### src/rtl/lz4_job_scheduler.sv
// LZ4 job scheduler: feeds one compression job at a time into the LZ4 core.
// Takes a byte-length descriptor, pulses start and length strobes, streams the
// source dwords under input-FIFO back-pressure and marks the last one with
// data_terminal, then waits for compress_done and reports length and status.
//
// state     | meaning
// ----------+-----------------------------------------------------------------
// IDLE      | job_ready=1, waiting for a descriptor
// START     | one-cycle lz_start_compress pulse
// LEN       | one-cycle lz_file_length_valid strobe, watchdog armed
// FEED      | streaming source dwords, one per cycle when unblocked
// WAIT_DONE | all dwords sent, waiting for lz_compress_done
// REPORT    | one-cycle job_done with job_status / job_clen
module lz4_job_scheduler #(
    parameter logic [19:0] TIMEOUT_CYCLES = 20'hFFFFF,
    parameter logic [31:0] MAX_LEN        = 32'h00400000
) (
    input  logic        clk,
    input  logic        rstN,
    input  logic [31:0] job_len,
    input  logic        job_valid,
    output logic        job_ready,
    input  logic [31:0] src_data,
    input  logic        src_valid,
    output logic        src_rd,
    output logic        lz_start_compress,
    output logic [31:0] lz_file_length,
    output logic        lz_file_length_valid,
    output logic [31:0] lz_idata,
    output logic        lz_idata_req,
    output logic        lz_data_terminal,
    input  logic        lz_mfifo_full,
    input  logic        lz_compress_done,
    input  logic [31:0] lz_compressed_len,
    output logic        busy,
    output logic        job_done,
    output logic [1:0]  job_status,
    output logic [31:0] job_clen
);

    localparam logic [2:0] S_IDLE      = 3'd0;
    localparam logic [2:0] S_START     = 3'd1;
    localparam logic [2:0] S_LEN       = 3'd2;
    localparam logic [2:0] S_FEED      = 3'd3;
    localparam logic [2:0] S_WAIT_DONE = 3'd4;
    localparam logic [2:0] S_REPORT    = 3'd5;

    localparam logic [1:0] ST_OK       = 2'd0;
    localparam logic [1:0] ST_TIMEOUT  = 2'd1;
    localparam logic [1:0] ST_TOO_LONG = 2'd2;
    localparam logic [1:0] ST_EARLY    = 2'd3;

    // Watchdog is a down-counter: loaded with TIMEOUT-1, expires when it is
    // already zero on a cycle without progress, i.e. after TIMEOUT idle cycles.
    localparam logic [19:0] WDOG_LOAD = TIMEOUT_CYCLES - 20'd1;

    logic [2:0]  state;
    logic [31:0] len_q;
    logic [30:0] words_left;
    logic [19:0] wdog;
    logic [1:0]  status_q;
    logic [31:0] clen_q;

    logic [30:0] words_init;
    logic        xfer;
    logic        last_word;
    logic        wdog_zero;
    logic        len_active;

    // Dword count = ceil(len/4); split so the +3 can never overflow 32 bits.
    always_comb begin
        words_init = {1'b0, job_len[31:2]} + {30'd0, |job_len[1:0]};
    end

    // Transfer qualification and length-hold window.
    always_comb begin
        xfer       = (state == S_FEED) && src_valid && !lz_mfifo_full
                     && (words_left != 31'd0);
        last_word  = (words_left == 31'd1);
        wdog_zero  = (wdog == 20'd0);
        len_active = (state == S_LEN) || (state == S_FEED)
                     || (state == S_WAIT_DONE) || (state == S_REPORT);
    end

    // Main sequencer: state, length, dword counter, watchdog and result capture.
    always_ff @(posedge clk or negedge rstN) begin
        if (!rstN) begin
            state      <= S_IDLE;
            len_q      <= 32'd0;
            words_left <= 31'd0;
            wdog       <= 20'd0;
            status_q   <= ST_OK;
            clen_q     <= 32'd0;
        end else begin
            case (state)
                S_IDLE: begin
                    if (job_valid) begin
                        words_left <= words_init;
                        if (job_len == 32'd0) begin
                            len_q    <= 32'd0;
                            status_q <= ST_OK;
                            clen_q   <= 32'd0;
                            state    <= S_REPORT;
                        end else if (job_len > MAX_LEN) begin
                            len_q    <= 32'd0;
                            status_q <= ST_TOO_LONG;
                            clen_q   <= 32'd0;
                            state    <= S_REPORT;
                        end else begin
                            len_q <= job_len;
                            state <= S_START;
                        end
                    end
                end
                S_START: begin
                    state <= S_LEN;
                end
                S_LEN: begin
                    wdog  <= WDOG_LOAD;
                    state <= S_FEED;
                end
                S_FEED: begin
                    // An early done outranks everything, including a terminal
                    // transfer happening in the same cycle.
                    if (lz_compress_done) begin
                        if (xfer) begin
                            words_left <= words_left - 31'd1;
                        end
                        status_q <= ST_EARLY;
                        clen_q   <= lz_compressed_len;
                        state    <= S_REPORT;
                    end else if (xfer) begin
                        words_left <= words_left - 31'd1;
                        wdog       <= WDOG_LOAD;
                        if (last_word) begin
                            state <= S_WAIT_DONE;
                        end
                    end else if (wdog_zero) begin
                        status_q <= ST_TIMEOUT;
                        clen_q   <= 32'd0;
                        state    <= S_REPORT;
                    end else begin
                        wdog <= wdog - 20'd1;
                    end
                end
                S_WAIT_DONE: begin
                    if (lz_compress_done) begin
                        status_q <= ST_OK;
                        clen_q   <= lz_compressed_len;
                        state    <= S_REPORT;
                    end else if (wdog_zero) begin
                        status_q <= ST_TIMEOUT;
                        clen_q   <= 32'd0;
                        state    <= S_REPORT;
                    end else begin
                        wdog <= wdog - 20'd1;
                    end
                end
                S_REPORT: begin
                    state <= S_IDLE;
                end
                default: begin
                    state <= S_IDLE;
                end
            endcase
        end
    end

    // Outputs decoded from state; the data path is combinational so a dword
    // moves in the same cycle the source head is valid and the core has room.
    always_comb begin
        job_ready            = (state == S_IDLE);
        busy                 = (state != S_IDLE);
        lz_start_compress    = (state == S_START);
        lz_file_length_valid = (state == S_LEN);
        lz_file_length       = len_active ? len_q : 32'd0;
        src_rd               = xfer;
        lz_idata_req         = xfer;
        lz_idata             = xfer ? src_data : 32'd0;
        lz_data_terminal     = xfer && last_word;
        job_done             = (state == S_REPORT);
        job_status           = (state == S_REPORT) ? status_q : ST_OK;
        job_clen             = clen_q;
    end

endmodule

### config.mk
export PLATFORM = sky130hd
export DESIGN_NAME = lz4_job_scheduler
export DESIGN_NICKNAME = d
export VERILOG_FILES = /design/src/rtl/lz4_job_scheduler.sv
export SDC_FILE = /design/constraint.sdc
export NUM_CORES = 1
export LEC_CHECK = 0
export BUFFER_PORTS_ARGS = -buffer_cell sky130_fd_sc_hd__buf_4
export CAP_MARGIN = 10
export CORE_MARGIN = 2
export CORE_UTILIZATION = 47
export DETAILED_ROUTE_END_ITERATION = 10
export PLACE_DENSITY = 0.84
export SKIP_CTS_REPAIR_TIMING = 1
export SLEW_MARGIN = 20
export SYNTH_ARGS = -nofsm -noshare
export SYNTH_HDL_FRONTEND = slang
export SYNTH_SLANG_ARGS = --single-unit
### constraint.sdc
create_clock -name clk -period 5.1 [get_ports clk]
set_clock_uncertainty 0.1 [all_clocks]
set_input_delay 0.51 -clock clk [delete_from_list [all_inputs] [get_ports clk]]
set_output_delay 0.51 -clock clk [all_outputs]
set_load 0.05 [all_outputs]
Word level (Yosys, flattened, before mapping)
Cells that the tools add are included.

Add/subtract/negate cells: 3. Multipliers: 0. Div/mod/pow operators: 0. $lt $le $gt $ge: 1. Equality and inequality tests: 13. Shift operators: 0. Multiplexer cells: 38. Bitwise operators: 0. Reduce and logical (&&, ||, !) cells: 22.

Operator list (count): $mux 32 (11); $pmux 32 s3 (1); $mux 20 (4); $mux 31 (2); $pmux 31 s2 (1); $pmux 20 s3 (1); $gt 32x23->1 const B (1); $logic_not 32->1 (1); $add 30x1->31 (1); $eq 31x1->1 const B (1); $reduce_bool 31->1 (1); $sub 31x1->31 const B (1); $mux 3 (8); $logic_not 20->1 (1); $sub 20x1->20 const B (1); $mux 2 (8); $pmux 3 s5 (1); $reduce_bool 3->1 (3); $ne 2x2->1 const B (4); $eq 3x2->1 const B (2); $eq 3x3->1 const B (2); $pmux 2 s3 (1); $reduce_and 3->1 (2); $logic_and 1x1->1 (4); other kinds (11) (14).

Flip-flop bits (word level): 120. Bits in latches: 0. Memory bits (writable): 0. Bits in read-only memories: 0. Bits of input ports: 102. Output and inout port bits: 106. Memories kept: 0.

Longest topological paths before layout
Gate-level depths: netlist of the first run.

Depth after elaboration: 7. Mapped depth: 10. Gate-level depth less buffers: 9.

Worst setup path after synthesis of the first run
OpenSTA, ideal clock, no wires.

Path kind: reg2reg. From: register state[1]. To: register words_left[12]. Library setup time: 0.121 ns. Arrival time: 3.268 ns. Path slack: 1.611 ns. Stages on the path, launching flop included: 8. Clock period less this slack: 3.489 ns. Cell sequence: dfrtp_1 -> clkbuf_1 -> nor3_1 -> nand2_1 -> nand2_1 -> clkbuf_1 -> o21ai_0 -> a22o_1.

Elaborated cells on any way between the ends: 10. Classes of those cells: eq/ne: 3; mux: 1; reduce/logical: 6.

RTL lines: start: declaration (line 57) `logic [2:0] state;`; start signal: assignment (line 88) `state <= S_IDLE;`; start signal: assignment (line 103) `state <= S_REPORT;`; start signal: assignment (line 108) `state <= S_REPORT;`; $logic_not 3->1 (*); via job_ready (line 22) `output logic job_ready,`; $ne 2x2->1 (no line) or $reduce_bool 2->1 (tied branches); $reduce_and 3->1 (no line); end signal: assignment (line 98) `words_left <= words_init;`; end signal: assignment (line 127) `words_left <= words_left - 31'd1;`; end signal: assignment (line 133) `words_left <= words_left - 31'd1;`; end: declaration (line 59) `logic [30:0] words_left;`.

Mark *: on every way through the listed nets, which the timed path passes. The rest lies on a longest branch. A chain may end at the register's enable or synchronous reset.

Final worst setup path of the first run
From: register words_left[12]. To: output port lz_idata[27].

Longest elaborated chain between the ends: 3.

RTL lines: $reduce_bool 31->1 (line 78) `&& (words_left != 31'd0);`; $logic_and 1x1->1 (line 78); $mux 32 (line 179) `lz_idata = xfer ? src_data : 32'd0;`; end: declaration (line 29) `output logic [31:0] lz_idata,`.

No other way between the ends.

==> insert_results.sql, run 1 <==
INSERT INTO impl_metrics (metric_group, metric, value, unit) VALUES
('worst_setup_path', 'timing.rr.start', 'words_left[12]', ''),
('yosys', 'post_synthesis_average_cell_area', '9.21', 'um^2'),
('worst_setup_path', 'critical-path-slowest-cell', 'sky130_fd_sc_hd__nor4_1', ''),
('worst_setup_path', 'crit_path_start_kind', 'register', ''),
('worst_setup_path', 'critical_path.reg2reg.endpoint', 'wdog[6]', ''),
('power', 'proportion_of_power_drawn_by_the_clock_network', '0.279', ''),
('clocking', 'tritoncts_num_sinks', '120', ''),
('grt', 'grt_pass1_vias', '6454', ''),
('yosys', 'synth_edf_count', '0', ''),
('yosys', 'synth_async_sr_flop_share', '1.00', ''),
('grt', 'grt_first_pass_wirelength', '32500', 'um'),
('yosys', 'yosys_most_used_dff', 'sky130_fd_sc_hd__dfrtp_1', ''),
('worst_setup_path', 'crit_family', 'simple AND/OR/NAND/NOR gates', ''),
('floorplan', 'area_of_the_die', '0.0155', 'mm^2'),
('yosys', 'synth.top_cell.area_share', '0.439', ''),
('worst_setup_path', 'cp_data_arrival_time', '3.34', 'ns'),
('cells_and_area', 'n_antenna_cell', '0', ''),
('clocking', 'clock_tree.htree_level_count', '4', ''),
('clocking', 'clockBufferDepth', '2', ''),
('placed_design', 'dp_cells', '1097', ''),
('worst_setup_path', 'crit_type', 'register to output port', ''),
('worst_setup_path', 'cp_num_buf_inv', '2', ''),
('yosys', 'synth.cell_area', '0.00684', 'mm^2'),
('worst_setup_path', 'worst-r2r-setup-slack', '1.19', 'ns'),
('placed_design', 'hpwlAfterDp', '14100', 'um'),
('yosys', 'yosysUniqueCellTypes', '69', ''),
('timing', 'report.final.hold_viol_count', '0', ''),
('yosys', 'mappedNetlistNets', '851', ''),
('yosys', 'netlist_instances', '743', ''),
('clocking', 'clock-root-buffer', 'sky130_fd_sc_hd__clkbuf_16', ''),
('power', 'share_seq_of_total_power', '0.313', ''),
('timing', 'fmax', '253', 'MHz'),
('grt', 'grt_overflow_total', '0', ''),
('worst_setup_path', 'timing.critical_path.slowest_cell_delay', '0.71', 'ns'),
('worst_setup_path', 'cp.required', '4.49', 'ns'),
('placed_design', 'portBuffers', '207', ''),
('min_path', 'min_path_type', 'input pin to asynchronous set/reset pin', ''),
('cells_and_area', 'drive_above_1_share', '0.276', ''),
('timing', 'worst_slew_pin_slew', '1.05', 'ns'),
('worst_setup_path', 'timing.critical_path.fanout_max', '42', ''),
('grt', 'grt_use_total', '0.257', ''),
('clocking', 'tritoncts.num_buffers', '17', ''),
('timing', 'relSlewSlack', '0.291', ''),
('status', 'status', 'finished, final reports clean', ''),
('grt', 'antenna_found_initial', '0', ''),
('floorplan', 'ioPinCount', '208', ''),
('floorplan', 'row_count', '44', ''),
('routing', 'drt_first_pass_iters', '5', ''),
('power', 'vdd_drop_max', '278', 'uV'),
('worst_setup_path', 'worst-r2r-cell-count', '7', ''),
('worst_setup_path', 'crit_path_end_kind', 'output port', ''),
('worst_setup_path', 'path_cells', 'nor4_1, nand4_1, o21ai_2, inv_2, and2_1, buf_4', ''),
('timing', 'final_period_minus_worst_setup_slack', '3.95', 'ns'),
('power', 'cell_internal_pwr', '0.00262', 'W'),
('routing', 'ant_nets', '0', ''),
('timing', 'min_period_over_period', '0.775', ''),
('routing', 'drt_wl_total', '20300', 'um'),
('routing', 'post_drt_wl_per_cell', '18.0', 'um'),
('run', 'maxCapViolations', '0', ''),
('cells_and_area', 'design.final.nets', '1040', ''),
('power', 'comb_power_share', '0.408', ''),
('clocking', 'tritoncts', 'yes', ''),
('floorplan', 'floorplan.initialDensity', '0.476', ''),
('floorplan', 'coreArea', '0.0144', 'mm^2'),
('yosys', 'synth.top_cells.by_count', 'sky130_fd_sc_hd__dfrtp_1, sky130_fd_sc_hd__and2_1, sky130_fd_sc_hd__a22o_1, sky130_fd_sc_hd__nand2_1, sky130_fd_sc_hd__nor2_1', ''),
('yosys', 'synthDominantAreaCellType', 'sky130_fd_sc_hd__dfrtp_1', ''),
('power', 'power.static_leakage', '4.07', 'nW'),
('placed_design', 'place_congestion', '0.874', ''),
('routing', 'vias_per_cell', '6.02', ''),
('routing', 'drc_errors', '0', ''),
('cells_and_area', 'syn2layout_area_growth', '33.0', '%');
[layout make-up]
class | count | area, um^2
clock inverter | 12 | 175
timing repair buffer | 214 | 1610
clock buffer | 20 | 447
tap | 184 | 230
inverter | 18 | 67.6
fill | 1125 | 5270
sequential | 120 | 3000
multi-input combinational | 561 | 3570
[flip-flops by register name, indices dropped and copies added (netlist names)]
| signal | count |
|---|---|
| status_q | 2 |
| len_q | 32 |
| words_left | 31 |
| state | 3 |
| job_clen | 32 |
| wdog | 20 |
[how the worst max path moves through the flow]
| stage | startpoint | end | cells after the start |
|---|---|---|---|
| after floorplan | state[1] | words_left[12] | 7 |
| after global placement | words_left[12] | wdog[6] | 7 |
| after detailed placement | words_left[12] | wdog[6] | 7 |
| after CTS | words_left[12] | lz_idata[27] | 6 |
| after global routing | words_left[12] | wdog[6] | 7 |
| final | words_left[12] | lz_idata[27] | 6 |
[cell usage in the layout, fill, tap and decap left out, types with 6 or more instances in the layout]
| cell | n |
|---|---|
| sky130_fd_sc_hd__buf_4 | 214 |
| sky130_fd_sc_hd__dfrtp_1 | 120 |
| sky130_fd_sc_hd__and2_1 | 79 |
| sky130_fd_sc_hd__a22o_1 | 58 |
| sky130_fd_sc_hd__nand2_1 | 51 |
| sky130_fd_sc_hd__nor2_1 | 41 |
| sky130_fd_sc_hd__o21ai_0 | 40 |
| sky130_fd_sc_hd__a21oi_1 | 39 |
| sky130_fd_sc_hd__nand3_1 | 31 |
| sky130_fd_sc_hd__nor4_1 | 27 |
| sky130_fd_sc_hd__nor3_1 | 23 |
| sky130_fd_sc_hd__xnor2_1 | 21 |
| sky130_fd_sc_hd__inv_1 | 17 |
| sky130_fd_sc_hd__clkbuf_16 | 17 |
| sky130_fd_sc_hd__xor2_1 | 16 |
| sky130_fd_sc_hd__nand4_1 | 13 |
| sky130_fd_sc_hd__or3_1 | 9 |
| sky130_fd_sc_hd__and3_1 | 8 |
| sky130_fd_sc_hd__o22ai_1 | 8 |
| sky130_fd_sc_hd__o211ai_1 | 7 |
| sky130_fd_sc_hd__ha_1 | 6 |
[per-stage QoR]
stage	hold slack, ns	total power (W)	cell area (um^2)	worst slack (ns)	util
floorplan	0.114	0.00272	6840	1.61	-
global route	0.187	0.00478	9100	0.763	0.633
global placement	0.361	0.00320	8480	1.51	0.590
detailed placement	0.363	0.00325	8480	1.24	0.590
CTS	0.148	0.00454	9100	1.21	0.633
finish	0.112	0.00455	9100	1.15	0.633
[per-layer routing]
metal	wire [um]	global-route usage	vias up
li1	-	-	3124
met1	8620	0.354	3209
met2	9390	0.401	413
met3	1800	0.0584	50
met4	474	0.0905	0
met5	0	0	-
[power groups by stage]
stage / clock, W / combinational, W / sequential, W
finish: 0.00127 / 0.00186 / 0.00142
global route: 0.00133 / 0.00200 / 0.00145
CTS: 0.00128 / 0.00184 / 0.00141
detailed placement: 0 / 0.00183 / 0.00142
global placement: 0 / 0.00179 / 0.00141
floorplan: 0 / 0.00112 / 0.00160
[cell families after synthesis]
logic type | after synthesis | synth area share
muxes | 2 | 0.00329
adders and majority gates | 6 | 0.0110
AOI/OAI and AO/OA | 201 | 0.206
and+or+nand+nor | 315 | 0.254
DFF | 120 | 0.439
buffers and inverters | 62 | 0.0397
xor gates and xnor gates | 37 | 0.0474
Power figures use the tool's default switching activity.
==> inputs of run 2 (changes only) <==
==> constraint.sdc (replaced) <==
create_clock -name clk -period 3.9 [get_ports clk]
set_clock_uncertainty 0.1 [all_clocks]
set_input_delay 0.39 -clock clk [delete_from_list [all_inputs] [get_ports clk]]
set_output_delay 0.39 -clock clk [all_outputs]
set_load 0.05 [all_outputs]
==> run 2 against run 1 <==
  * The flow now finishes with violations (negative hold slack)
  * Sequential power grew 31%
  * Global-route usage shrank 0.052 points
  * Clock-buffer cell count unchanged
  * Power is 31% higher
  * Setup slack got worse by 0.78 ns
  * Core utilization up 0.62 points
  * Register-to-register slack got worse by 0.43 ns
  * First-iteration DRC count fell by 21%
  * Design area up 0.98%
  * Sequential share of layout area down 0.32 points
  * Critical path type unchanged
  * Largest cell class unchanged
==> insert_results.sql, run 2 (synthesized netlist as in run 1, its figures left out) <==
INSERT INTO impl_metrics (metric_group, metric, value, unit) VALUES
('status', 'status', 'finished, violations left', ''),
('status', 'violations_in_the_final_reports', 'negative hold slack', ''),
('cells_and_area', 'non_filler_cell_area_final', '0.00919', 'mm^2'),
('routing', 'drtIter0Drc', '671', ''),
('routing', 'vias_per_cell', '5.90', ''),
('worst_setup_path', 'timing.critical_path.fanout_max', '24', ''),
('power', 'power.static_leakage', '4.12', 'nW'),
('placed_design', 'place_congestion', '0.900', ''),
('worst_setup_path', 'cp.required', '3.41', 'ns'),
('routing', 'detailroute.wirelength.met2', '9630', 'um'),
('cells_and_area', 'layoutNonFillerInstCount', '1141', ''),
('timing', 'worst_slew_pin_slew', '0.841', 'ns'),
('cells_and_area', 'design.final.nets', '1052', ''),
('floorplan', 'floorplan.initialDensity', '0.476', ''),
('placed_design', 'portBuffers', '207', ''),
('worst_setup_path', 'critical-path-slowest-cell', 'sky130_fd_sc_hd__nor4_1', ''),
('clocking', 'clock_insertion_delay_at_the_later_pin_of_the_skew_report', '0.41', 'ns'),
('timing', 'relSlewSlack', '0.439', ''),
('routing', 'drt_first_pass_iters', '5', ''),
('routing', 'maxUsedRoutingLayer', 'met4', ''),
('clocking', 'clock_tree.htree_level_count', '4', ''),
('timing', 'rsz0062_at_grt', 'false', ''),
('grt', 'grt_first_pass_wirelength', '32800', 'um'),
('timing', 'final-setup-viol-count', '0', ''),
('timing', 'final_period_minus_worst_setup_slack', '3.53', 'ns'),
('power', 'vdd_drop_max', '374', 'uV'),
('min_path', 'min_path_type', 'input pin to asynchronous set/reset pin', ''),
('routing', 'drc_errors', '0', ''),
('worst_setup_path', 'crit_path_start_kind', 'register', ''),
('placed_design', 'detailed_place.area', '0.00855', 'mm^2'),
('clocking', 'tritoncts_num_sinks', '120', ''),
('timing', 'fmax', '283', 'MHz'),
('cells_and_area', 'drive_above_1_share', '0.284', ''),
('worst_setup_path', 'path_cells', 'nor4_1, nand4_1, o21ai_4, inv_2, buf_4, and2_1, buf_4', ''),
('cells_and_area', 'most-common-layout-cells', 'sky130_fd_sc_hd__buf_4, sky130_fd_sc_hd__dfrtp_1, sky130_fd_sc_hd__and2_1', ''),
('routing', 'drt_wl_total', '20100', 'um'),
('routing', 'post_drt_wl_per_cell', '17.6', 'um'),
('grt', 'grt_use_total', '0.256', ''),
('timing', 'finalMaxSlewViolations', '0', ''),
('floorplan', 'ioPinCount', '208', ''),
('grt', 'antenna_found_initial', '0', ''),
('worst_setup_path', 'crit_path_end_kind', 'output port', ''),
('cells_and_area', 'layout.cells.most_common', 'sky130_fd_sc_hd__buf_4', ''),
('cells_and_area', 'n_antenna_cell', '0', ''),
('cells_and_area', 'syn2layout_area_growth', '34.3', '%'),
('run', 'maxCapViolations', '0', ''),
('grt', 'grt_pass1_vias', '6368', ''),
('worst_setup_path', 'timing.critical_path.slowest_cell_delay', '0.59', 'ns'),
('floorplan', 'row_count', '44', ''),
('routing', 'via_count', '6736', ''),
('floorplan', 'floorplan.die.height', '125', 'um'),
('grt', 'grt_overflow_total', '0', ''),
('timing', 'min_period_over_period', '0.906', ''),
('grt', 'grt_max_degree', '67', ''),
('placed_design', 'hpwlAfterDp', '14300', 'um'),
('clocking', 'tritoncts', 'yes', ''),
('routing', 'met3_length', '1690', 'um'),
('floorplan', 'area_of_the_die', '0.0155', 'mm^2'),
('worst_setup_path', 'cp_data_arrival_time', '3.04', 'ns'),
('clocking', 'clock-root-buffer', 'sky130_fd_sc_hd__clkbuf_16', ''),
('power', 'pwr_density_cell', '648', 'mW/mm^2'),
('timing', 'report.final.hold_viol_count', '11', ''),
('floorplan', 'chipWidth', '125', 'um'),
('routing', 'drt-met1-wl', '8490', 'um'),
('timing', 'final.setup.tns', '0', 'ns'),
('clocking', 'clk_pin_slew', '0.06', 'ns'),
('worst_setup_path', 'crit_type', 'register to output port', ''),
('timing', 'holdWs', '-0.0281', 'ns'),
('floorplan', 'coreArea', '0.0144', 'mm^2'),
('clocking', 'clockBufferDepth', '2', ''),
('placed_design', 'dp_cells', '1107', ''),
('clocking', 'tritoncts.num_buffers', '17', ''),
('worst_setup_path', 'crit_path_most_repeated_cell', 'sky130_fd_sc_hd__buf_4', ''),
('routing', 'ant_nets', '0', '');
run 2: changes by cell type in the layout (fill, tap and decap cells not counted), sizes merged:
cell and delta:
clkinvlp +2, buf +12, clkinv -2
run 2: path summary, 6_finish.rpt:
check                            endpoint  cells past startpoint  slack [ns]                   from
setup / recovery             lz_idata[21]                      7        0.37         words_left[22]
hold / removal              words_left[2]                      1       -0.03                   rstN
setup reg to reg              job_clen[0]                      6        0.76                wdog[5]
hold reg to reg                 len_q[27]                      1        0.37              len_q[27]
max in group asynchronous  words_left[12]                      2        2.87                   rstN
min in group clk             job_clen[11]                      2        0.10  lz_compressed_len[11]
run 2: stage by stage:
stage | setup WS (ns) | hold WS (ns) | utilization | power, W
after detailed placement | 0.529 | 0.363 | 0.595 | 0.00429
after global routing | 0.133 | 0.0415 | 0.639 | 0.00627
after CTS | 0.0978 | 0.0140 | 0.638 | 0.00594
after global placement | 0.721 | 0.360 | 0.595 | 0.00423
final | 0.368 | -0.0281 | 0.639 | 0.00596
after floorplan | 0.411 | -0.00559 | - | 0.00356
run 2: per-layer routing:
layer,track usage,up-vias
li1,-,3148
met1,0.363,3190
met2,0.404,369
met3,0.0494,29
met4,0.0714,0
met5,0,-
run 2: final cells by class:
| cell class | count | area, um^2 |
|---|---|---|
| clock inverters | 12 | 176 |
| flip-flops and latches | 120 | 3000 |
| inverters | 18 | 67.6 |
| well taps | 184 | 230 |
| fillers | 1168 | 5180 |
| clock buffers | 20 | 437 |
| multi-input cells | 561 | 3580 |
| repair buffers | 226 | 1700 |
run 2: critical path: cells and delay by family (launching register included):
kind,cells,cell delay [ns]
flops,1,0.45
buf+inv,3,0.65
simple gates,3,1.15
compound gates,1,0.37
run 2: where the power goes:
part           internal (W)  total (W)  switching (W)
registers           0.00154    0.00186       0.000318
logic              0.000842    0.00246        0.00162
clock network       0.00107    0.00163       0.000567
